===== src/rtl/fc_neuron_seq_if.sv =====
// Bus bundle for fc_neuron_seq: weight-write port, activation stream and result handshake.
// FC_NEURON_SEQ_BIAS_EN widens the address (bias slot at IN) and the accumulator by one bit.
interface fc_neuron_seq_if #(
    parameter int WIDTH   = 8,
    parameter int W_WIDTH = 8,
    parameter int IN      = 84,
    parameter int LANES   = 4
);
`ifdef FC_NEURON_SEQ_BIAS_EN
    localparam int ADDR_W = $clog2(IN + 1);
    localparam int ACC_W  = WIDTH + W_WIDTH + $clog2(IN) + 2;
`else
    localparam int ADDR_W = (IN > 1) ? $clog2(IN) : 1;
    localparam int ACC_W  = WIDTH + W_WIDTH + $clog2(IN) + 1;
`endif

    logic                      w_we;
    logic [ADDR_W-1:0]         w_addr;
    logic signed [W_WIDTH-1:0] w_data;
    logic                      in_valid;
    logic                      in_ready;
    logic [WIDTH*LANES-1:0]    in_data;
    logic                      out_valid;
    logic                      out_ready;
    logic [ACC_W-2:0]          z;
    logic                      busy;

    modport master (
        output w_we, w_addr, w_data, in_valid, in_data, out_ready,
        input  in_ready, out_valid, z, busy
    );

    modport slave (
        input  w_we, w_addr, w_data, in_valid, in_data, out_ready,
        output in_ready, out_valid, z, busy
    );
endinterface


===== src/rtl/fc_neuron_seq.sv =====
// Time-multiplexed fully-connected neuron: z = ReLU(sum x[i]*w[i]), LANES products per beat.
// Optional bias register (address IN) when FC_NEURON_SEQ_BIAS_EN is defined.
module fc_neuron_seq #(
    parameter int WIDTH   = 8,
    parameter int W_WIDTH = 8,
    parameter int IN      = 84,
    parameter int LANES   = 4
) (
    input  logic             clk,
    input  logic             rst_n,
    fc_neuron_seq_if.slave   io_bus
);
    localparam int BEATS = (IN + LANES - 1) / LANES;
    localparam int PAD   = BEATS * LANES;
    localparam int IDX_W = (PAD > 1) ? $clog2(PAD) : 1;
    localparam int CNT_W = $clog2(BEATS + 1);
`ifdef FC_NEURON_SEQ_BIAS_EN
    localparam int ADDR_W = $clog2(IN + 1);
    localparam int ACC_W  = WIDTH + W_WIDTH + $clog2(IN) + 2;
    localparam int BIAS_W = W_WIDTH + WIDTH;
`else
    localparam int ADDR_W = (IN > 1) ? $clog2(IN) : 1;
    localparam int ACC_W  = WIDTH + W_WIDTH + $clog2(IN) + 1;
`endif

    typedef enum logic [1:0] {ST_IDLE, ST_ACC, ST_DONE} state_t;

    state_t                     r_state;
    state_t                     w_state_nx;
    logic                       r_live;
    logic [CNT_W-1:0]           r_cnt;
    logic signed [ACC_W-1:0]    r_acc;
    logic [ACC_W-2:0]           r_z;
    logic signed [W_WIDTH-1:0]  r_weights [IN];
    logic signed [W_WIDTH-1:0]  w_wpad [PAD];
    logic [IDX_W-1:0]           w_idx;
    logic signed [ACC_W-1:0]    w_base;
    logic signed [ACC_W-1:0]    w_partial;
    logic signed [ACC_W-1:0]    w_sum;
    logic                       w_in_ready;
    logic                       w_accept;
    logic                       w_last;

`ifdef FC_NEURON_SEQ_BIAS_EN
    logic signed [BIAS_W-1:0]   r_bias;
    assign w_base = ACC_W'(r_bias);
`else
    assign w_base = '0;
`endif

    // Pad the weight table to a whole number of beats; tail lanes see weight 0 so their data drops out.
    for (genvar i = 0; i < PAD; i++) begin : g_pad
        if (i < IN) begin : g_w
            assign w_wpad[i] = r_weights[i];
        end else begin : g_z
            assign w_wpad[i] = '0;
        end
    end

    assign w_in_ready = r_live && (r_state != ST_DONE);
    assign w_accept   = io_bus.in_valid && w_in_ready;
    assign w_last     = (r_cnt == CNT_W'(BEATS - 1));

    always_comb begin
        w_partial = '0;
        w_idx     = '0;
        for (int k = 0; k < LANES; k++) begin
            w_idx     = IDX_W'(r_cnt) * IDX_W'(LANES) + IDX_W'(k);
            w_partial = w_partial
                      + ACC_W'($signed({1'b0, io_bus.in_data[k*WIDTH +: WIDTH]}))
                      * ACC_W'(w_wpad[w_idx]);
        end
    end

    assign w_sum = ((r_state == ST_IDLE) ? w_base : r_acc) + w_partial;

    always_ff @(posedge clk or negedge rst_n) begin
        if (!rst_n) begin
            r_state <= ST_IDLE;
        end else begin
            r_state <= w_state_nx;
        end
    end

    always_comb begin
        w_state_nx = r_state;
        case (r_state)
            ST_IDLE, ST_ACC: begin
                if (w_accept) begin
                    w_state_nx = w_last ? ST_DONE : ST_ACC;
                end
            end
            ST_DONE: begin
                if (io_bus.out_ready) begin
                    w_state_nx = ST_IDLE;
                end
            end
            default: w_state_nx = ST_IDLE;
        endcase
    end

    // Weight writes share the IDLE edge with a first beat; that beat still reads the old table.
    always_ff @(posedge clk or negedge rst_n) begin
        if (!rst_n) begin
            r_live <= 1'b0;
            r_cnt  <= '0;
            r_acc  <= '0;
            r_z    <= '0;
            for (int i = 0; i < IN; i++) begin
                r_weights[i] <= '0;
            end
`ifdef FC_NEURON_SEQ_BIAS_EN
            r_bias <= '0;
`endif
        end else begin
            r_live <= 1'b1;
            if (w_accept) begin
                r_acc <= w_sum;
                r_cnt <= r_cnt + CNT_W'(1);
                if (w_last) begin
                    r_z <= w_sum[ACC_W-1] ? '0 : w_sum[ACC_W-2:0];
                end
            end else if ((r_state == ST_DONE) && io_bus.out_ready) begin
                r_acc <= '0;
                r_cnt <= '0;
            end
            if ((r_state == ST_IDLE) && io_bus.w_we) begin
                for (int i = 0; i < IN; i++) begin
                    if (io_bus.w_addr == ADDR_W'(i)) begin
                        r_weights[i] <= io_bus.w_data;
                    end
                end
`ifdef FC_NEURON_SEQ_BIAS_EN
                if (io_bus.w_addr == ADDR_W'(IN)) begin
                    r_bias <= BIAS_W'(io_bus.w_data);
                end
`endif
            end
        end
    end

    assign io_bus.in_ready  = w_in_ready;
    assign io_bus.out_valid = (r_state == ST_DONE);
    assign io_bus.z         = r_z;
    assign io_bus.busy      = (r_state != ST_IDLE);

endmodule


===== src/flat_wrapper.sv =====
// flat-port wrapper written by rule: the top's interface ports become plain ports
module fc_neuron_seq_flat 
#(
    parameter int WIDTH   = 8,
    parameter int W_WIDTH = 8,
    parameter int IN      = 84,
    parameter int LANES   = 4
)
  (clk, rst_n, io_bus_w_we, io_bus_w_addr, io_bus_w_data, io_bus_in_valid, io_bus_in_data, io_bus_out_ready, io_bus_in_ready, io_bus_out_valid, io_bus_z, io_bus_busy);
  fc_neuron_seq_if #(.WIDTH(WIDTH), .W_WIDTH(W_WIDTH), .IN(IN), .LANES(LANES)) io_bus_i ();
  input  logic clk;
  input  logic rst_n;
  input wire logic [$bits(io_bus_i.w_we)-1:0] io_bus_w_we;
  input wire logic [$bits(io_bus_i.w_addr)-1:0] io_bus_w_addr;
  input wire logic [$bits(io_bus_i.w_data)-1:0] io_bus_w_data;
  input wire logic [$bits(io_bus_i.in_valid)-1:0] io_bus_in_valid;
  input wire logic [$bits(io_bus_i.in_data)-1:0] io_bus_in_data;
  input wire logic [$bits(io_bus_i.out_ready)-1:0] io_bus_out_ready;
  output wire logic [$bits(io_bus_i.in_ready)-1:0] io_bus_in_ready;
  output wire logic [$bits(io_bus_i.out_valid)-1:0] io_bus_out_valid;
  output wire logic [$bits(io_bus_i.z)-1:0] io_bus_z;
  output wire logic [$bits(io_bus_i.busy)-1:0] io_bus_busy;
  assign io_bus_i.w_we = io_bus_w_we;
  assign io_bus_i.w_addr = io_bus_w_addr;
  assign io_bus_i.w_data = io_bus_w_data;
  assign io_bus_i.in_valid = io_bus_in_valid;
  assign io_bus_i.in_data = io_bus_in_data;
  assign io_bus_i.out_ready = io_bus_out_ready;
  assign io_bus_in_ready = io_bus_i.in_ready;
  assign io_bus_out_valid = io_bus_i.out_valid;
  assign io_bus_z = io_bus_i.z;
  assign io_bus_busy = io_bus_i.busy;
  fc_neuron_seq #(.WIDTH(WIDTH), .W_WIDTH(W_WIDTH), .IN(IN), .LANES(LANES)) u_core (.clk(clk), .rst_n(rst_n), .io_bus(io_bus_i));
endmodule

===== config.mk =====
export PLATFORM = sky130hd
export DESIGN_NAME = fc_neuron_seq_flat
export DESIGN_NICKNAME = d
export VERILOG_FILES = /design/src/rtl/fc_neuron_seq_if.sv /design/src/rtl/fc_neuron_seq.sv /design/src/flat_wrapper.sv
export SDC_FILE = /design/constraint.sdc
export NUM_CORES = 2
export LEC_CHECK = 0
export CAP_MARGIN = 5
export CORE_MARGIN = 1
export CORE_UTILIZATION = 50
export DETAILED_ROUTE_END_ITERATION = 12
export DONT_BUFFER_PORTS = 1
export PLACE_DENSITY_LB_ADDON = 0.08
export SKIP_LAST_GASP = 1
export SYNTH_ARGS = -nofsm -noshare
export SYNTH_HDL_FRONTEND = slang
export SYNTH_SLANG_ARGS = --single-unit

===== constraint.sdc =====
create_clock -name clk -period 10.3 [get_ports clk]
set_clock_uncertainty 0.1 [all_clocks]
set_input_delay 0.515 -clock clk [delete_from_list [all_inputs] [get_ports clk]]
set_output_delay 0.515 -clock clk [all_outputs]
set_load 0.01 [all_outputs]

# Word-level counts from Yosys, hierarchy flattened
# Cells that the tools add are included.
[word_totals]
ff_bits = 727
latchBits = 0
ramBits = 0
rom_bits = 0
in_bits = 52
elab_cells = 315
mem_count = 0
[classes]
add_sub_neg = 8
multipliers = 4
n_div = 0
magnitude_cmp = 4
eq_ne = 89
shifts = 0
n_mux = 22
bitwise = 4
n_reduce_logical = 95
[op_table]
columns = ["cell", "n"]
rows = [
  ["$bmux 8 s7", 4],
  ["$eq 7x6->1 const B", 32],
  ["$reduce_and 2->1", 86],
  ["$eq 7x7->1 const B", 20],
  ["$eq 7x5->1 const B", 16],
  ["$add 24x24->24", 4],
  ["$mux 24", 3],
  ["$mul 9x8->17", 4],
  ["$mux 8", 8],
  ["$eq 7x4->1 const B", 8],
  ["$ge 8x8->1 const B", 4],
  ["$not 7->8", 4],
  ["$eq 7x3->1 const B", 4],
  ["$mux 23", 1],
  ["$add 7x2->7 const B", 2],
  ["$eq 7x2->1 const B", 2],
  ["$mux 5", 2],
  ["$add 7x1->7 const B", 1],
  ["$eq 7x1->1 const B", 1],
  ["$logic_not 7->1", 1],
  ["$mux 2", 3],
  ["$add 5x1->5 const B", 1],
  ["$eq 5x5->1 const B", 1],
  ["$logic_and 1x1->1", 4],
  ["other kinds (8)", 10],
]

# Logic depth before layout (Yosys ltp)
[logic_depth]
ltp_word = 11
mapped_depth = 42

# Worst setup path after synthesis
# Ideal clock, no wire load.
[synth_path]
path_type = "reg2reg"
startpoint = "reg u_core.r_cnt[0]"
endpoint = "reg u_core.r_z[4] (netlist: u_core.io_bus.z[4])"
arrival_time_ps = 10076
t_required_ps = 10126
path_slack_ps = 50
path_stages_with_launch = 41
path_buffers = 5
period_less_slack_ps = 10250
cell_sequence = "dfrtp_1 -> clkbuf_1 -> buf_2 -> buf_2 -> buf_2 -> mux4_2 -> a22oi_1 -> nor2_1 -> a21oi_1 -> nor2b_1 -> fa_1 -> inv_1 -> fa_1 -> inv_1 -> fa_1 -> inv_1 -> fa_1 -> inv_1 -> [5 not listed] -> nor2_1 -> a211oi_2 -> inv_1 -> fa_1 -> fa_1 -> inv_1 -> fa_1 -> ha_1 -> clkbuf_1 -> a21o_1 -> a31oi_1 -> o21ai_0 -> a31oi_1 -> o21ai_0 -> xnor3_1 -> xor3_2 -> or2_4 -> o21ai_2"
[synth_via]
elab_chain_len = 11
word_cells_on_any_way = 30
classes_between = "add/sub: 7; mul: 4; eq/ne: 1; mux: 13; bitwise: 4; reduce/logical: 1"
[synth_rtl]
columns = ["item", "line_no", "rtl"]
rows = [
  ["start, declared", "fc_neuron_seq.sv:31", "logic [CNT_W-1:0] r_cnt;"],
  ["start signal, assigned", "fc_neuron_seq.sv:119", "r_cnt <= r_cnt + CNT_W'(1);"],
  ["$add 7x1->7", "fc_neuron_seq.sv:68", "w_idx = IDX_W'(r_cnt) * IDX_W'(LANES) + IDX_W'(k);"],
  ["$not 7->8 (implied by the code)", "fc_neuron_seq.sv:71", "* ACC_W'(w_wpad[w_idx]);"],
  ["$bmux 8 s7", "fc_neuron_seq.sv:71", ""],
  ["$mux 8 (implied by the code) (2 in a row)", "fc_neuron_seq.sv:71", ""],
  ["$mul 9x8->17", "fc_neuron_seq.sv:71", ""],
  ["$add 24x24->24 (3 in a row)", "fc_neuron_seq.sv:70", "+ ACC_W'($signed({1'b0, io_bus.in_data[k*WIDTH +: WIDTH]}))"],
  ["$add 24x24->24", "fc_neuron_seq.sv:75", "assign w_sum = ((r_state == ST_IDLE) ? w_base : r_acc) + w_partial;"],
  ["$mux 23", "fc_neuron_seq.sv:121", "r_z <= w_sum[ACC_W-1] ? '0 : w_sum[ACC_W-2:0];"],
  ["end signal, assigned", "fc_neuron_seq.sv:121", ""],
  ["end, declared", "fc_neuron_seq.sv:33", "logic [ACC_W-2:0] r_z;"],
]
# Several ways; a longest one is shown, not always the timed one. The select of a mux whose other input is x is not followed.
# A chain may end at the register's enable or synchronous reset.

# Worst setup path in the final report
[layout_path]
startpoint = "reg u_core.r_cnt[0]"
endpoint = "reg u_core.r_acc[22]"
[layout_via]
elab_chain_len = 11
word_cells_on_any_way = 28
classes_between = "add/sub: 7; mul: 4; mux: 13; bitwise: 4"
[layout_rtl]
columns = ["item", "line_no", "rtl"]
rows = [
  ["$add 7x1->7", "fc_neuron_seq.sv:68", ""],
  ["$not 7->8 (implied by the code)", "fc_neuron_seq.sv:71", ""],
  ["$bmux 8 s7", "fc_neuron_seq.sv:71", ""],
  ["$mux 8 (implied by the code) (2 in a row)", "fc_neuron_seq.sv:71", ""],
  ["$mul 9x8->17", "fc_neuron_seq.sv:71", ""],
  ["$add 24x24->24 (2 in a row)", "fc_neuron_seq.sv:70", ""],
  ["$add 24x24->24 *", "fc_neuron_seq.sv:70", ""],
  ["$add 24x24->24 *", "fc_neuron_seq.sv:75", ""],
  ["$mux 24 *", "fc_neuron_seq.sv:117", "if (w_accept) begin"],
  ["end signal, assigned", "fc_neuron_seq.sv:118", "r_acc <= w_sum;"],
  ["end, declared", "fc_neuron_seq.sv:32", "logic signed [ACC_W-1:0] r_acc;"],
]
# Every way passes the cells marked *; elsewhere a longest branch is shown, timed or not. The select of a mux whose other input is x is not followed.

==> flow_metrics.py <==
metrics = {
    "outcome": {
        "status": "finished, violations left",
        "violations": "hold timing, slew limit",
    },
    "global_routing": {
        "grt_pass1_wl_um": 177000,
        "grt_remaining_overflow": 0,
        "antenna_found_initial": 2,
        "grt_max_degree": 728,
        "first_global_vias": 29500,
        "grt_use_total_pct": 25.7,
    },
    "synth": {
        "ys.flop_type": "dfrtp_1",
        "synth.most_common_cell": "dfrtp_1",
        "synth_common_cells": "dfrtp_1, mux2_2, inv_1, fa_1, ha_1",
        "avgSynthCellArea_um2": 13.0,
        "synth_seq_area_share_pct": 41.1,
        "synthesis.nets": 3870,
        "netlist_instances": 3404,
        "yosys-top-cells-area": "dfrtp_1, mux2_2, fa_1, mux4_2, ha_1",
        "async_reset_ff_share_pct": 100,
        "synth_area_um2": 44200,
        "yosys.area.top_type": "dfrtp_1",
        "synth.distinct_cells": 71,
        "synth_seq_cells": 727,
        "yosysWarnings": 0,
        "synth-edff-count": 0,
        "synth_top_area_share_pct": 41.1,
    },
    "finish": {
        "area_growth_pct": 13.4,
        "fin_util_pct": 57.5,
        "final_cell_area_um2": 50100,
        "layout-drive-gt1-share_pct": 36.6,
        "nets": 4006,
    },
    "pwr": {
        "power.total_mw": 7.59,
        "power_per_cell_area_nw_per_um2": 151,
        "max-vdd-ir-drop_mv": 0.166,
        "total_leakage_power_nw": 25.0,
    },
    "min_path": {
        "hp-class": "input pin to asynchronous set/reset pin",
    },
    "setup_path": {
        "crit_slowest_cell": "fa_1",
        "reg2reg_to": "u_core.r_acc[22]",
        "max_stage_delay_ns": 0.51,
        "critPathKind": "flop to flop",
        "worst_setup_path_start_kind": "flop",
        "reg2regPathDepth": 37,
        "path_buf_inv": 7,
        "path_common_cell": "fa_1",
        "cp.arrival_ns": 10.45,
        "rr_startpoint": "u_core.r_cnt[0]",
        "critical-path-top-delay-family": "adder cells",
        "worst-path-max-fanout": 14,
        "r2r_slack_ns": 0.28,
        "cp.required_ns": 10.74,
        "cp-end-kind": "flop",
    },
    "sta": {
        "fin_crit_sh_pct": 97.3,
        "drv_slew": 489,
        "hold_viol": 487,
        "fmax_ghz": 0.0998,
        "worst_pin_slew_ns": 2.80,
        "slew_headroom_pct": -86.5,
        "setup_viol": 0,
        "fin_crit_ns": 10.02,
        "hold_ws_ns": -0.534,
    },
    "cts": {
        "cts.path.max_buffers": 3,
        "cts_buffers": 83,
        "clock-sinks": 727,
        "cts_tree": "done",
        "hold_buffers": 9,
        "cts_htree_levels": 3,
        "path_clk_slew_ns": 0.06,
        "cts_root_buf": "clkbuf_16",
        "clk-insertion-delay-late_ns": 0.67,
    },
    "detailed_routing": {
        "drtIter0Drc": 1812,
        "drc": 0,
        "post_drt_wl_per_cell_um": 23.5,
        "vias": 27200,
        "dr.pass1.iters": 5,
        "antenna_left": 0,
        "vias_per_cell": 5.72,
        "wl_um": 112000,
    },
    "floorplan": {
        "pin_count": 78,
        "core_um2": 87200,
        "rows": 108,
        "die-height_um": 299,
        "die_area_um2": 89600,
        "die_w_um": 299,
        "start_util_pct": 50.7,
    },
    "placed_design": {
        "dpl_cell_area_um2": 46400,
        "routabilityCongestion": 0.879,
        "numPortBuffers": 0,
        "hpwlAfterDp_um": 77900,
    },
    "job": {
        "maxCapViolations": 0,
    },
}
-- kinds of logic (layout without fill, tap and decap cells) --
logic type / count (synthesis) / in the layout / share of synthesized area (%)
mux: 865 / 865 / 26.9
flops: 727 / 727 / 41.1
simple gates: 576 / 576 / 6.63
buf+inv: 485 / 683 / 4.19
fa+ha+maj: 414 / 414 / 15.4
compound gates: 267 / 267 / 4.24
xor+xnor: 69 / 69 / 1.48
other cells: 1 / 2 / 0.00848
-- final cells by class --
class | instances | area, µm²
clock inverters | 37 | 474
flip-flops and latches | 727 | 18200
repair buffers | 210 | 2000
well taps | 1155 | 1450
clock buffers | 110 | 2360
diodes | 1 | 2.50
fillers | 7148 | 37000
inverters | 326 | 1220
multi-input cells | 2192 | 24400
-- layer usage --
layer / vias up / routed length (µm) / track usage, %
li1: 12100 / - / -
met1: 14500 / 48900 / 34.9
met2: 463 / 55600 / 43.4
met3: 179 / 3930 / 3.08
met4: 0 / 3560 / 7.91
met5: - / 0 / 0
-- worst max path at each step --
stage                               start  slack [ns]  depth (start not counted)             endpoint
after floorplan           u_core.r_cnt[0]        0.05                         40   u_core.io_bus.z[4]
final                     u_core.r_cnt[0]        0.28                         37     u_core.r_acc[22]
after detailed placement  u_core.r_cnt[0]       -0.03                         36  u_core.io_bus.z[18]
after CTS                 u_core.r_cnt[0]       0.002                         38   u_core.io_bus.z[6]
after global routing      u_core.r_cnt[0]       -0.04                         41     u_core.r_acc[22]
after global placement    u_core.r_cnt[0]        0.14                         36   u_core.io_bus.z[9]
-- layout by cell type, fill, tap and decap left out, types with 13 or more instances in the layout --
| cell type | instances |
|---|---|
| and2_1 | 29 |
| xor2_1 | 21 |
| mux2_2 | 672 |
| inv_1 | 323 |
| a22o_1 | 14 |
| clkinv_2 | 22 |
| clkbuf_8 | 18 |
| mux4_2 | 192 |
| fa_1 | 214 |
| a22oi_1 | 32 |
| xnor2_1 | 43 |
| clkbuf_16 | 83 |
| o21ai_1 | 15 |
| or2_2 | 22 |
| nand2b_1 | 53 |
| o21bai_1 | 13 |
| buf_4 | 179 |
| a21oi_1 | 38 |
| a21oi_2 | 24 |
| dfrtp_1 | 723 |
| ha_1 | 194 |
| a21o_1 | 27 |
| o21ai_0 | 30 |
| nand2_1 | 166 |
| nor2_1 | 99 |
| nor2b_1 | 153 |
-- sequential cells by signal, indices dropped and copies added, names as in the netlist --
name	cells
u_core.r_weights	672
u_core.r_live	1
u_core.r_cnt	5
u_core.r_state	2
u_core.io_bus.z	23
u_core.r_acc	24
-- stage by stage --
stage	hold slack, ns	instances	worst slack [ns]	setup TNS (ns)
detailed placement	0.139	4572	-0.0346	-0.0617
floorplan	0.119	3404	0.0497	0
global route	-0.550	4757	-0.0433	-0.0690
finish	-0.534	4758	0.280	0
CTS	-0.574	4743	0.00174	0
global placement	0.142	4572	0.140	0
-- power by group --
group          switching (mW)  total [mW]  internal, mW
Clock                    1.25        3.03          1.78
Sequential             0.0652        3.00          2.93
Combinational           0.861        1.57         0.706
Total                    2.18        7.59          5.42
-- timing repair --
action / 4_1_cts / 5_1_grt
buffers inserted: 13 / 15
pin swaps: 5 / 15
gates cloned: 2 / 0
endpoints found under the setup margin: 17 / 27
endpoints found under the hold margin: 1400 / 727
resized for setup: 25 / 39
Note: power is estimated with default switching activity, not from simulation.
